$ cat src/rtl/reservation_station_pkg.sv
// Shared types for the Tomasulo reservation-station slot.
// Tag width follows from the number of stations, tag 0 meaning "no producer".
package reservation_station_pkg;

  localparam int NUM_RS = 4;
  localparam int TAG_W  = $clog2(NUM_RS + 1);

  typedef enum logic [1:0] {
    RS_IDLE,
    RS_WAIT,
    RS_READY,
    RS_EXEC
  } rs_state_t;

  function automatic logic tag_hit(
    input logic             vld,
    input logic [TAG_W-1:0] q,
    input logic [TAG_W-1:0] tag
  );
    return vld && (q != '0) && (q == tag);
  endfunction

endpackage

$ cat src/rtl/reservation_station_operand.sv
// One source operand of a slot: value/tag register with CDB snoop
// and an issue-time bypass from a same-cycle broadcast.
module rs_operand_slot
  import reservation_station_pkg::*;
#(
  parameter int DATA_W = 32
) (
  input  logic              clk_i,
  input  logic              rst_ni,
  input  logic              flush_i,
  input  logic              load_i,
  input  logic              snoop_i,
  input  logic [DATA_W-1:0] issue_v_i,
  input  logic [TAG_W-1:0]  issue_q_i,
  input  logic              cdb_valid_i,
  input  logic [TAG_W-1:0]  cdb_tag_i,
  input  logic [DATA_W-1:0] cdb_data_i,
  output logic [DATA_W-1:0] v_o,
  output logic [TAG_W-1:0]  q_o,
  output logic [TAG_W-1:0]  q_next_o
);

  logic [DATA_W-1:0] v_q, v_d;
  logic [TAG_W-1:0]  q_q, q_d;

  always_comb begin
    v_d = v_q;
    q_d = q_q;
    if (flush_i) begin
      q_d = '0;
    end else if (load_i) begin
      if (tag_hit(cdb_valid_i, issue_q_i, cdb_tag_i)) begin
        v_d = cdb_data_i;
        q_d = '0;
      end else begin
        v_d = issue_v_i;
        q_d = issue_q_i;
      end
    end else if (snoop_i && tag_hit(cdb_valid_i, q_q, cdb_tag_i)) begin
      v_d = cdb_data_i;
      q_d = '0;
    end
  end

  always_ff @(posedge clk_i or negedge rst_ni) begin
    if (!rst_ni) begin
      v_q <= '0;
      q_q <= '0;
    end else begin
      v_q <= v_d;
      q_q <= q_d;
    end
  end

  assign v_o      = v_q;
  assign q_o      = q_q;
  assign q_next_o = q_d;

endmodule

$ cat src/rtl/reservation_station.sv
// Single Tomasulo reservation-station slot: issue capture, CDB operand
// snoop, dispatch handshake to the FU and release on its own broadcast.
module reservation_station
  import reservation_station_pkg::*;
#(
  parameter int MY_ADDR = 1,
  parameter int DATA_W  = 32,
  parameter int OP_W    = 4
) (
  input  logic              clk_i,
  input  logic              rst_ni,
  input  logic              flush_i,
  input  logic              issue_valid_i,
  input  logic [TAG_W-1:0]  issue_addr_i,
  input  logic [OP_W-1:0]   issue_op_i,
  input  logic [DATA_W-1:0] issue_vj_i,
  input  logic [DATA_W-1:0] issue_vk_i,
  input  logic [TAG_W-1:0]  issue_qj_i,
  input  logic [TAG_W-1:0]  issue_qk_i,
  input  logic              cdb_valid_i,
  input  logic [TAG_W-1:0]  cdb_tag_i,
  input  logic [DATA_W-1:0] cdb_data_i,
  output logic              busy_o,
  output logic              disp_valid_o,
  input  logic              disp_ready_i,
  output logic [OP_W-1:0]   disp_op_o,
  output logic [DATA_W-1:0] disp_a_o,
  output logic [DATA_W-1:0] disp_b_o,
  output logic [TAG_W-1:0]  disp_tag_o
);

  localparam logic [TAG_W-1:0] MY_TAG = TAG_W'(MY_ADDR);

  rs_state_t         state_q, state_d;
  logic [OP_W-1:0]   op_q, op_d;
  logic              issue_sel;
  logic              accept;
  logic              snoop;
  logic              own_cdb;
  logic [TAG_W-1:0]  qj, qk;
  logic [TAG_W-1:0]  qj_next, qk_next;
  logic              srcs_ready;

  assign issue_sel  = issue_valid_i && (issue_addr_i == MY_TAG);
  assign accept     = issue_sel && (state_q == RS_IDLE) && !flush_i;
  assign snoop      = (state_q == RS_WAIT);
  assign own_cdb    = cdb_valid_i && (cdb_tag_i == MY_TAG);
  assign srcs_ready = (qj_next == '0) && (qk_next == '0);

  rs_operand_slot #(.DATA_W(DATA_W)) u_src_j (
    .clk_i       (clk_i),
    .rst_ni      (rst_ni),
    .flush_i     (flush_i),
    .load_i      (accept),
    .snoop_i     (snoop),
    .issue_v_i   (issue_vj_i),
    .issue_q_i   (issue_qj_i),
    .cdb_valid_i (cdb_valid_i),
    .cdb_tag_i   (cdb_tag_i),
    .cdb_data_i  (cdb_data_i),
    .v_o         (disp_a_o),
    .q_o         (qj),
    .q_next_o    (qj_next)
  );

  rs_operand_slot #(.DATA_W(DATA_W)) u_src_k (
    .clk_i       (clk_i),
    .rst_ni      (rst_ni),
    .flush_i     (flush_i),
    .load_i      (accept),
    .snoop_i     (snoop),
    .issue_v_i   (issue_vk_i),
    .issue_q_i   (issue_qk_i),
    .cdb_valid_i (cdb_valid_i),
    .cdb_tag_i   (cdb_tag_i),
    .cdb_data_i  (cdb_data_i),
    .v_o         (disp_b_o),
    .q_o         (qk),
    .q_next_o    (qk_next)
  );

  always_comb begin
    state_d = state_q;
    op_d    = accept ? issue_op_i : op_q;
    unique case (state_q)
      RS_IDLE:  if (accept) state_d = srcs_ready ? RS_READY : RS_WAIT;
      RS_WAIT:  if (srcs_ready) state_d = RS_READY;
      RS_READY: if (disp_ready_i) state_d = RS_EXEC;
      RS_EXEC:  if (own_cdb) state_d = RS_IDLE;
      default:  state_d = RS_IDLE;
    endcase
    // squash overrides every other event in the same cycle
    if (flush_i) state_d = RS_IDLE;
  end

  always_ff @(posedge clk_i or negedge rst_ni) begin
    if (!rst_ni) begin
      state_q <= RS_IDLE;
      op_q    <= '0;
    end else begin
      state_q <= state_d;
      op_q    <= op_d;
    end
  end

  assign busy_o       = (state_q != RS_IDLE);
  assign disp_valid_o = (state_q == RS_READY);
  assign disp_op_o    = op_q;
  assign disp_tag_o   = MY_TAG;

  a_no_issue_when_busy : assert property (
    @(posedge clk_i) disable iff (!rst_ni)
    !(issue_sel && busy_o && !flush_i)
  ) else $error("reservation_station %0d: issue to busy slot", MY_ADDR);

  logic unused_q;
  assign unused_q = ^{qj, qk};

endmodule

$ cat config.mk
export PLATFORM = sky130hd
export DESIGN_NAME = reservation_station
export DESIGN_NICKNAME = d
export VERILOG_FILES = /design/src/rtl/reservation_station_pkg.sv /design/src/rtl/reservation_station_operand.sv /design/src/rtl/reservation_station.sv
export SDC_FILE = /design/constraint.sdc
export NUM_CORES = 1
export LEC_CHECK = 0
export CORE_UTILIZATION = 44
export CTS_CLUSTER_DIAMETER = 30
export CTS_CLUSTER_SIZE = 28
export DETAILED_ROUTE_END_ITERATION = 12
export PLACE_DENSITY = 0.86
export SYNTH_ARGS = -nofsm -noshare
export SYNTH_HDL_FRONTEND = slang
export SYNTH_SLANG_ARGS = --single-unit
$ cat constraint.sdc
create_clock -name clk_i -period 6.9 [get_ports clk_i]
set_input_delay 1.38 -clock clk_i [delete_from_list [all_inputs] [get_ports clk_i]]
set_output_delay 1.38 -clock clk_i [all_outputs]
set_load 0.1 [all_outputs]
# Yosys cells after proc, flatten, opt, wreduce, memory -nomap -nowiden
# Cells that the tools add are included.
[classes] n_addsub=0 n_mul=0 div_mod_pow=0 order_cmp=0 eq_ne=13 n_shift=0 muxes=21 bitwise_logic=1 n_reduce_logical=29
[op_table] operator="two-way mux 32 bit" count=6
[op_table] operator="two-way mux 3 bit" count=8
[op_table] operator="logical AND 1 bit" count=15
[op_table] operator="equality test 3 bit" count=4
[op_table] operator="two-way mux 2 bit" count=6
[op_table] operator="nonzero test 3 bit" count=4
[op_table] operator="!= test 3 bit (second input constant)" count=3
[op_table] operator="one-hot mux 2 bit (4 select lines)" count=1
[op_table] operator="equality test 3 x 1 -> 1 bit (second input constant)" count=2
[op_table] operator="logical NOT 3 bit" count=2
[op_table] operator="nonzero test 2 bit" count=3
[op_table] operator="equality test 2 bit (second input constant)" count=2
[op_table] operator="AND reduction 2 bit" count=2
[op_table] operator="AND reduction 4 bit" count=1
[op_table] operator="!= test 3 x 2 -> 1 bit (second input constant)" count=1
[op_table] operator="equality test 2 x 1 -> 1 bit (second input constant)" count=1
[op_table] operator="logical NOT 2 bit" count=1
[op_table] operator="logical NOT 1 bit" count=1
[op_table] operator="NOT 1 bit" count=1
[word_totals] register_bits=76 latch_bits=0 ram_bits=0 mem_bits_ro=0 inputBits=118 output_inout_bits=73 word_cells=70 n_memories=0

# Longest topological paths before layout
# Gate-level depths: netlist of run 1.
[logic_depth] word_depth=13 mapped_depth=10 depth_no_buf=8

# Hierarchy
# Synthesis of run 1 repeated with hierarchy kept, for this count alone.
[hier_totals] hier_cells=301 area_unflattened_um2=4471.8
[modules_own_cells] module="rs_operand_slot" instances=2 cells_per_inst=130 area_per_inst_um2=2028.2 seq_area_each_um2=875.8
[modules_own_cells] module="reservation_station" instances=1 cells_per_inst=41 area_per_inst_um2=415.4 seq_area_each_um2=150.1

# Worst setup path after synthesis of run 1
# OpenSTA, ideal clock, no wires.
[synth_path] kind="input-to-reg" startpoint="input cdb_tag_i[0]" endpoint="register state_q[0]" setup_ps=96 t_arrival_ps=3107 required_time_ps=6804 path_slack_ps=3697 cell_stages=7 n_path_buf=1 cell_sequence="buf_2 -> nand4bb_1 -> a222oi_1 -> and2b_1 -> mux2_1 -> a311o_2 -> o31ai_1"
[synth_between] elab_chain_len=12 word_cells_on_any_way=30 cone_classes="eq/ne (7); mux (12); reduce/logical (11)"
[synth_lines] element="start: declaration" line="reservation_station.sv:21" text="input logic [TAG_W-1:0] cdb_tag_i,"
[synth_lines] element="equality test 3 bit" line="reservation_station_pkg.sv:20" text="return vld && (q != '0) && (q == tag);"
[synth_lines] element="logical AND 1 bit" line="reservation_station_pkg.sv:20"
[synth_lines] element="logical AND 1 bit" line="reservation_station_operand.sv:39" text="end else if (snoop_i && tag_hit(cdb_valid_i, q_q, cdb_tag_i)) begin"
[synth_lines] element="two-way mux 3 bit" line="reservation_station_operand.sv:39"
[synth_lines] element="two-way mux 3 bit" line="reservation_station_operand.sv:31" text="end else if (load_i) begin"
[synth_lines] element="two-way mux 3 bit" line="reservation_station_operand.sv:29" text="if (flush_i) begin"
[synth_lines] element="logical NOT 3 bit" line="reservation_station.sv:48" text="assign srcs_ready = (qj_next == '0) && (qk_next == '0);"
[synth_lines] element="logical AND 1 bit" line="reservation_station.sv:48"
[synth_lines] element="two-way mux 2 bit (2 in a row)" line="reservation_station.sv:86" text="RS_IDLE: if (accept) state_d = srcs_ready ? RS_READY : RS_WAIT;"
[synth_lines] element="one-hot mux 2 bit (4 select lines)" line="reservation_station.sv:85" text="unique case (state_q)"
[synth_lines] element="two-way mux 2 bit" line="reservation_station.sv:93" text="if (flush_i) state_d = RS_IDLE;"
[synth_lines] element="end signal: assignment" line="reservation_station.sv:101" text="state_q <= state_d;"
[synth_lines] element="end: declaration" line="reservation_station.sv:34" text="rs_state_t state_q, state_d;"
# Several ways; a longest one is shown, not always the timed one. The select of a mux whose other input is x is not followed.
# A chain may end at the register's enable or synchronous reset.

# Worst setup path in the final report of run 1
[layout_path] startpoint="input flush_i" endpoint="register u_src_k.v_q[1], in the netlist u_src_k.v_o[1]"
[layout_between] elab_chain_len=4 word_cells_on_any_way=6 cone_classes="mux (1); bitwise (1); reduce/logical (4)"
[layout_lines] element="start: declaration" line="reservation_station.sv:12" text="input logic flush_i,"
[layout_lines] element="logical NOT 1 bit" line="reservation_station.sv:45" text="assign accept = issue_sel && (state_q == RS_IDLE) && !flush_i;"
[layout_lines] element="logical AND 1 bit" line="reservation_station.sv:45"
[layout_lines] element="nonzero test 2 bit (no line)"
[layout_lines] element="AND reduction 2 bit (no line)"
[layout_lines] element="end signal: assignment" line="reservation_station_operand.sv:50" text="v_q <= v_d;"
[layout_lines] element="end: declaration" line="reservation_station_operand.sv:23" text="logic [DATA_W-1:0] v_q, v_d;"
# Several ways; a longest one is shown, not always the timed one.

==> results.md, run 1 <==
- Run status: complete, no violations
- Layout Skew: approximately 0.014 ns
- Net total in the final layout: 762
- Worst hold slack: between 0.4 and 0.5 ns
- CTS H-tree lvls: 3
- Number of buffers between clock root and the deepest sink: 2
- Type of the setup path with the least slack: in2reg
- Post-route ant nets: 0
- Clock buffer count from CTS: 9
- Area added between synthesis and finish: 53.7%
- Synthesized area: ~4000 sq um
- Count of endpoints failing setup in the final report: 0
- Cell type group with the largest total delay on the critical path: simple AND/OR/NAND/NOR gates
- CP max stage delay: 1.03 ns
- Die Ht: about 96 um
- DIE AREA: slightly above 9000 sq um
- DRC violation count after routing: 0
- Upper clock frequency limit: 234 MHz
- Share of synthesized area spent on multiplexers: 0.00833
- Vias post-DR: approximately 4000
- Clock-pin slew of the registers on the worst-case setup and hold paths: about 0.090 ns
- Summed negative setup slack over all endpoints: 0 ns
- Simple logic cell fraction of the synthesized area: 0.254
- # port buffers: 187
- Share of the synthesized area in the top cell type: 0.487
- Main synth FF type: dfrtp_1
- Routed vias/inst: between 5 and 6
- HP Class: reg2reg
- Initial core utilization: 0.450
- Fraction of the mapped netlist area in compound gates: 0.158
- HPWL after DPL: approximately 9000 um
- Critical path data arrival time: approximately 4.4 ns
- Post-synthesis sequential area ratio: 0.487
- Area share of fa/ha/maj cells after synthesis: 0.0160
- Number of antenna violations at the first check in global routing: 0
- Number of placement rows: 34
- Count of TritonRoute iterations in the first routing pass: 5
- Total gr overflow: 0
- Crit path cell chain: clkdlybuf4s50_1 > nor3_2 > a41oi_1 > nor2_4 > a31oi_1
- Total area of multi-input combinational cells: roughly 1800 sq um
- Distinct cell type count after synthesis: 46
- Number of max-cap violations: 0
- Global-route total usage across every layer: 0.255
- Setup repair after global routing missed its margin: false
- Worst-case setup margin in the final layout: around 2.6 ns
- Largest cells by area after synthesis: dfrtp_1, nand2_1, a31oi_1
- Number of global-route vias before repair: approximately 3900
- Slowest cell on the critical path: nor2_4
- Sequential cell area: roughly 1900 sq um
- Max-slew violations: 0
- Hold bufs inserted after CTS: 0
- Largest family of logic cells by synthesized area: simple AND/OR/NAND/NOR gates
- Clk Tree Root Cell: clkbuf_8
- Die X: slightly below 100 um
- DRC violation total after the first TritonRoute iteration: between 100 and 150
- Fraction of final layout cells with drive strength greater than 1: 0.0435
- Final Hold Violating Endpoints: 0
- Clock latency on the worst-skew pair: 0.35 ns
- Core region area: 8680 sq um
- Part of the cycle the worst path needs: 0.620
- ANT cells: 0
- CTS tree: built
- Post-Layout Inst Area: 6000 sq um
- Worst path required time: 7.06 ns
- Top-level I/O count: between 150 and 200
- DR WL/cell: approximately 16 um
- Post-DP Area: ~5800 sq um
- Ys async rst share: 1.00
- Overall routed net length: approximately 12000 um
- Maximum fanout encountered on the critical timing path: between 60 and 70
- Headroom to the max-slew limit: 0.139
- Seq cells post-synth: 76
- Gates resized, CTS repair: 0
- Syn Area/Cell: between 8 and 9 sq um
- Final Wtd Congestion: about 0.81
- Global-route wire length before repair: 17900 um
- Fill cell count: 714
- Largest net degree at the start of global routing: slightly below 80
- Post-synthesis instance total: around 470
- Shortest period the worst path allows: about 4.3 ns
- Worst-margin pin slew: ~1.3 ns
- Kind of end point of the critical path: flip-flop
- Dominant cell type by area after synthesis: dfrtp_1
- Number of sinks handled by clock tree synthesis: 76
- Launching element type of the critical path: input port
- Area share of xor/xnor cells in the synthesized design: 0.0269
- Setup repair bufs after CTS: 0
- Worst setup timing slack at the placement stage: around 2.2 ns
- WP buf/inv: 1
- Count of flip-flops with a built-in enable after synthesis: 0
- Synth warnings: 0
-- metrics by stage --
stage / util / cells
final: 0.692 / 752
after global routing: 0.692 / 752
after CTS: 0.692 / 752
after detailed placement: 0.666 / 736
after global placement: 0.666 / 736
after floorplan: - / 472
-- cells in the final DEF (no fill, tap or decap), types with 2 or more instances in the layout --
cell type / n
clkdlybuf4s50_1: 186
nand2_1: 145
nor2_1: 77
dfrtp_1: 76
a31oi_1: 65
xnor2_1: 12
clkbuf_8: 10
inv_1: 5
ha_1: 5
a22oi_1: 4
nand4_1: 3
nand3_1: 3
conb_1: 3
buf_4: 3
nand4bb_1: 2
nor2b_1: 2
a32oi_1: 2
a211o_1: 2
and3_1: 2
nor3b_1: 2
o211a_1: 2
o21ai_1: 2
nor2_4: 2
mux2_1: 2
clkinv_2: 2
bufinv_16: 2
-- synthesized netlist by cell type, types with 2 or more instances --
cell / n
buf_4: 4
buf_2: 16
nor2b_1: 2
mux2_1: 2
nor3b_1: 2
o211a_1: 2
nand3_1: 3
nand4bb_1: 2
ha_1: 5
nor2_2: 2
xnor2_1: 12
nor2_1: 77
dfrtp_1: 76
a211o_1: 2
nand4_1: 3
a32oi_1: 2
inv_1: 5
a31oi_1: 65
nand2_1: 145
conb_1: 2
o21ai_1: 2
and3_1: 2
clkbuf_1: 12
a22oi_1: 4
-- worst register-to-register path, delay by kind of cell (launching register included) --
family	cells	cell delay, ns
AND/OR/NAND/NOR	2	1.70
flip-flops	1	0.41
adder cells (fa/ha/maj)	1	0.21
AO/OA/AOI/OAI	2	0.46
buffers and inverters	2	0.22
-- logic make-up after synthesis --
group | count (synthesis)
AND/OR/NAND/NOR | 244
multiplexers | 3
adder cells (fa/ha/maj) | 5
other | 2
flip-flops | 76
XOR/XNOR | 12
buffers and inverters | 39
AO/OA/AOI/OAI | 90
-- layout make-up --
class,count,share of cell area
inverters,6,0.00375
clock buffers,10,0.0229
repair buffers,189,0.314
well taps,108,0.0225
multi-input cells,357,0.306
flip-flops and latches,76,0.317
clock inverters,6,0.0144
-- sequential cells by signal (all words and copies together) (netlist names) --
name,cells
u_src_k.q_o,3
state_q,2
u_src_k.v_o,32
disp_op_o,4
u_src_j.v_o,32
u_src_j.q_o,3
-- final timing paths --
kind	from	to	slack (ns)	depth (start not counted)
max	flush_i	u_src_k.v_o[1]	2.62	5
min	disp_op_o[2]	disp_op_o[2]	0.48	2
max reg2reg	state_q[0]	u_src_k.v_o[1]	3.71	7
min reg2reg	disp_op_o[2]	disp_op_o[2]	0.48	2
max in group asynchronous	rst_ni	u_src_k.v_o[15]	5.09	1
min in group asynchronous	rst_ni	u_src_j.v_o[28]	1.17	1
-- routing by layer --
metal  track usage  part of all wire
met3        0.0545             0.074
met5             0                 0
met2         0.459              0.52
met1         0.294              0.39
met4        0.0958             0.016
Power of run 1 is not shown: default switching activity piles up to over one toggle a cycle in this logic, so the estimate is an artifact.
==> run 2, diff against run 1 <==
CORE_UTILIZATION = 37   (was 44)
PLACE_DENSITY = 0.77   (was 0.86)
clock period = 3.9 ns   (was 6.9 ns; I/O delays follow)
==> run 2 against run 1 <==
Compared with the run above:
- worst setup slack worse by 1.8 ns
- non-clock buffer count is 10 higher
- via count is 1.3% higher
- first-iteration DRC count is 15% higher
- die area is 19% higher
- global-route usage is 3.0 points lower
- routed wire length is 1.4% lower
- clock skew is 0.0018 ns higher
- critical path depth is 2 higher
- core utilization is 10 points lower
==> results.md, run 2 (synthesized netlist as in run 1, its figures left out) <==
- DR WL/cell: 15.3 um (was 16.3 um)
- DRC violation count after routing: 0 (unchanged)
- CTS tree: built (unchanged)
- Die X: 105 um (was 96.2 um)
- # port buffers: 187 (unchanged)
- FF-to-FF Start: state_q[0] (unchanged)
- Worst-case setup margin in the final layout: 0.822 ns (was 2.62 ns)
- Worst Hold Endpoint: disp_op_o[1] (was disp_op_o[2])
- Setup repair bufs after CTS: 0 (unchanged)
- Global-route wire length before repair: 19600 um (was 17900 um)
- Setup repair after global routing missed its margin: false (unchanged)
- Worst hold slack: 0.489 ns (was 0.485 ns)
- Global-route total usage across every layer: 0.224 (was 0.255)
- Fraction of final layout cells with drive strength greater than 1: 0.0582 (was 0.0435)
- Type of the setup path with the least slack: in2reg (unchanged)
- Worst path required time: 4.15 ns (was 7.06 ns)
- Part of the cycle the worst path needs: 0.789
- Layout Skew: 0.0162 ns (was 0.0144 ns)
- Upper clock frequency limit: 325 MHz
- Leading cell types in the layout, fill and taps excluded: clkdlybuf4s50_1, nand2_1, nor2_1, dfrtp_1, a31oi_1 (unchanged)
- Area added between synthesis and finish: 55.5% (was 53.7%)
- Met2 WL post-DR: 6150 um (was 6360 um)
- Flop-to-flop setup slack: 1.35 ns (was 3.71 ns)
- Clk Tree Root Cell: clkbuf_8 (unchanged)
- Initial core utilization: 0.380 (was 0.450)
- Clock buffer count from CTS: 9 (unchanged)
- Total gr overflow: 0 (unchanged)
- ANT cells: 0 (unchanged)
- Number of sinks handled by clock tree synthesis: 76 (unchanged)
- Routed vias/inst: 5.15 (was 5.33)
- Summed negative setup slack over all endpoints: 0 ns (unchanged)
- Clock-pin slew of the registers on the worst-case setup and hold paths: 0.08 ns (was 0.09 ns)
- Largest net degree at the start of global routing: 77 (unchanged)
- Highest routed layer: met4 (unchanged)
- Clock latency on the worst-skew pair: 0.34 ns (was 0.35 ns)
- Maximum fanout encountered on the critical timing path: 10 (was 64)
- Worst-margin pin slew: 1.01 ns (was 1.29 ns)
- Overall routed net length: 12100 um (was 12200 um)
- Met1 Wirelength: 5080 um (was 4790 um)
- Headroom to the max-slew limit: 0.323 (was 0.139)
- Critical path data arrival time: 3.32 ns (was 4.44 ns)
- Run status: complete, no violations (unchanged)
- Count of endpoints failing setup in the final report: 0 (unchanged)
- HPWL after DPL: 8810 um (was 8870 um)
- Number of global-route vias before repair: 3995 (was 3934)
- CTS H-tree lvls: 3 (unchanged)
- Worst setup timing slack at the placement stage: 0.480 ns (was 2.24 ns)
- Die Ht: 105 um (was 96.2 um)
- Met3 WL: 737 um (was 908 um)
- DIE AREA: 11000 sq um (was 9260 sq um)
- Count of TritonRoute iterations in the first routing pass: 7 (was 5)
- Number of placement rows: 37 (was 34)
- Core region area: 10300 sq um (was 8680 sq um)
- Hold Path Depth: 2 (unchanged)
- Launching element type of the critical path: input port (unchanged)
- Final Wtd Congestion: 0.850 (was 0.808)
- HP Class: reg2reg (unchanged)
- Hold bufs inserted after CTS: 0 (unchanged)
- Number of buffers between clock root and the deepest sink: 2 (unchanged)
- Final Hold Violating Endpoints: 0 (unchanged)
- Hold wc startpoint: disp_op_o[1] (was disp_op_o[2])
- Top-level I/O count: 191 (unchanged)
- Max-slew violations: 0 (unchanged)
- Gates resized, CTS repair: 0 (unchanged)
- Reg-to-Reg End: state_q[0] (was u_src_k.v_o[1])
- R2r worst-path depth: 7 (unchanged)
- Leading cell type in the layout, fill and taps excluded: clkdlybuf4s50_1 (unchanged)
- Post-route ant nets: 0 (unchanged)
- DRC violation total after the first TritonRoute iteration: 159 (was 138)
- Number of antenna violations at the first check in global routing: 0 (unchanged)
- Net total in the final layout: 772 (was 762)
- Number of max-cap violations: 0 (unchanged)
- Vias post-DR: 4064 (was 4011)
- Shortest period the worst path allows: 3.08 ns
- Kind of end point of the critical path: flip-flop (unchanged)
-- run 2: cell count changes in the layout (fill, tap and decap cells not counted), sizes merged --
cell,previous run,this run
bufinv,2,1
clkinvlp,1,0
clkinv,2,4
inv,7,6
clkdlybuf4s50,186,184
buf,3,15
-- run 2: metrics by stage --
step / utilization / std cells / instance area, sq um
final: 0.591 / 789 / 6080
after global routing: 0.591 / 789 / 6080
after CTS: 0.591 / 789 / 6080
after detailed placement: 0.574 / 774 / 5890
after global placement: 0.574 / 774 / 5890
after floorplan: - / 472 / 3910
-- run 2: worst max-delay path, cell delays in order --
cell and delay [ns]:
clkdlybuf4s50_1 0.70, nand4bb_1 0.18, a222oi_1 0.65, and2b_1 0.26
mux2_1 0.34, a311o_2 0.35, o31ai_1 0.06
-- run 2: layout make-up --
cell class / instances / area [sq um]
fill: 927 / 4200
multi-input combinational: 357 / 1850
sequential: 76 / 1900
clock buffer: 10 / 128
tap: 136 / 170
clock inverter: 5 / 53.8
inverter: 6 / 22.5
timing repair buffer: 199 / 1950
-- run 2: worst max-delay path by stage --
stage	from	endpoint	slack [ns]	depth (start not counted)
after floorplan	state_q[0]	state_q[0]	1.14	7
after global placement	cdb_tag_i[0]	state_q[0]	0.63	7
after detailed placement	cdb_tag_i[0]	state_q[0]	0.48	7
after CTS	cdb_tag_i[0]	state_q[0]	0.86	7
after global routing	cdb_tag_i[0]	state_q[0]	0.68	7
final	cdb_tag_i[0]	state_q[0]	0.82	7
-- run 2: per-layer routing --
| layer | global-route usage | up-vias |
|---|---|---|
| li1 | - | 1941 |
| met1 | 0.282 | 1950 |
| met2 | 0.389 | 159 |
| met3 | 0.0474 | 14 |
| met4 | 0.0604 | 0 |
| met5 | 0 | - |
Power of run 2 is left out for the same reason.
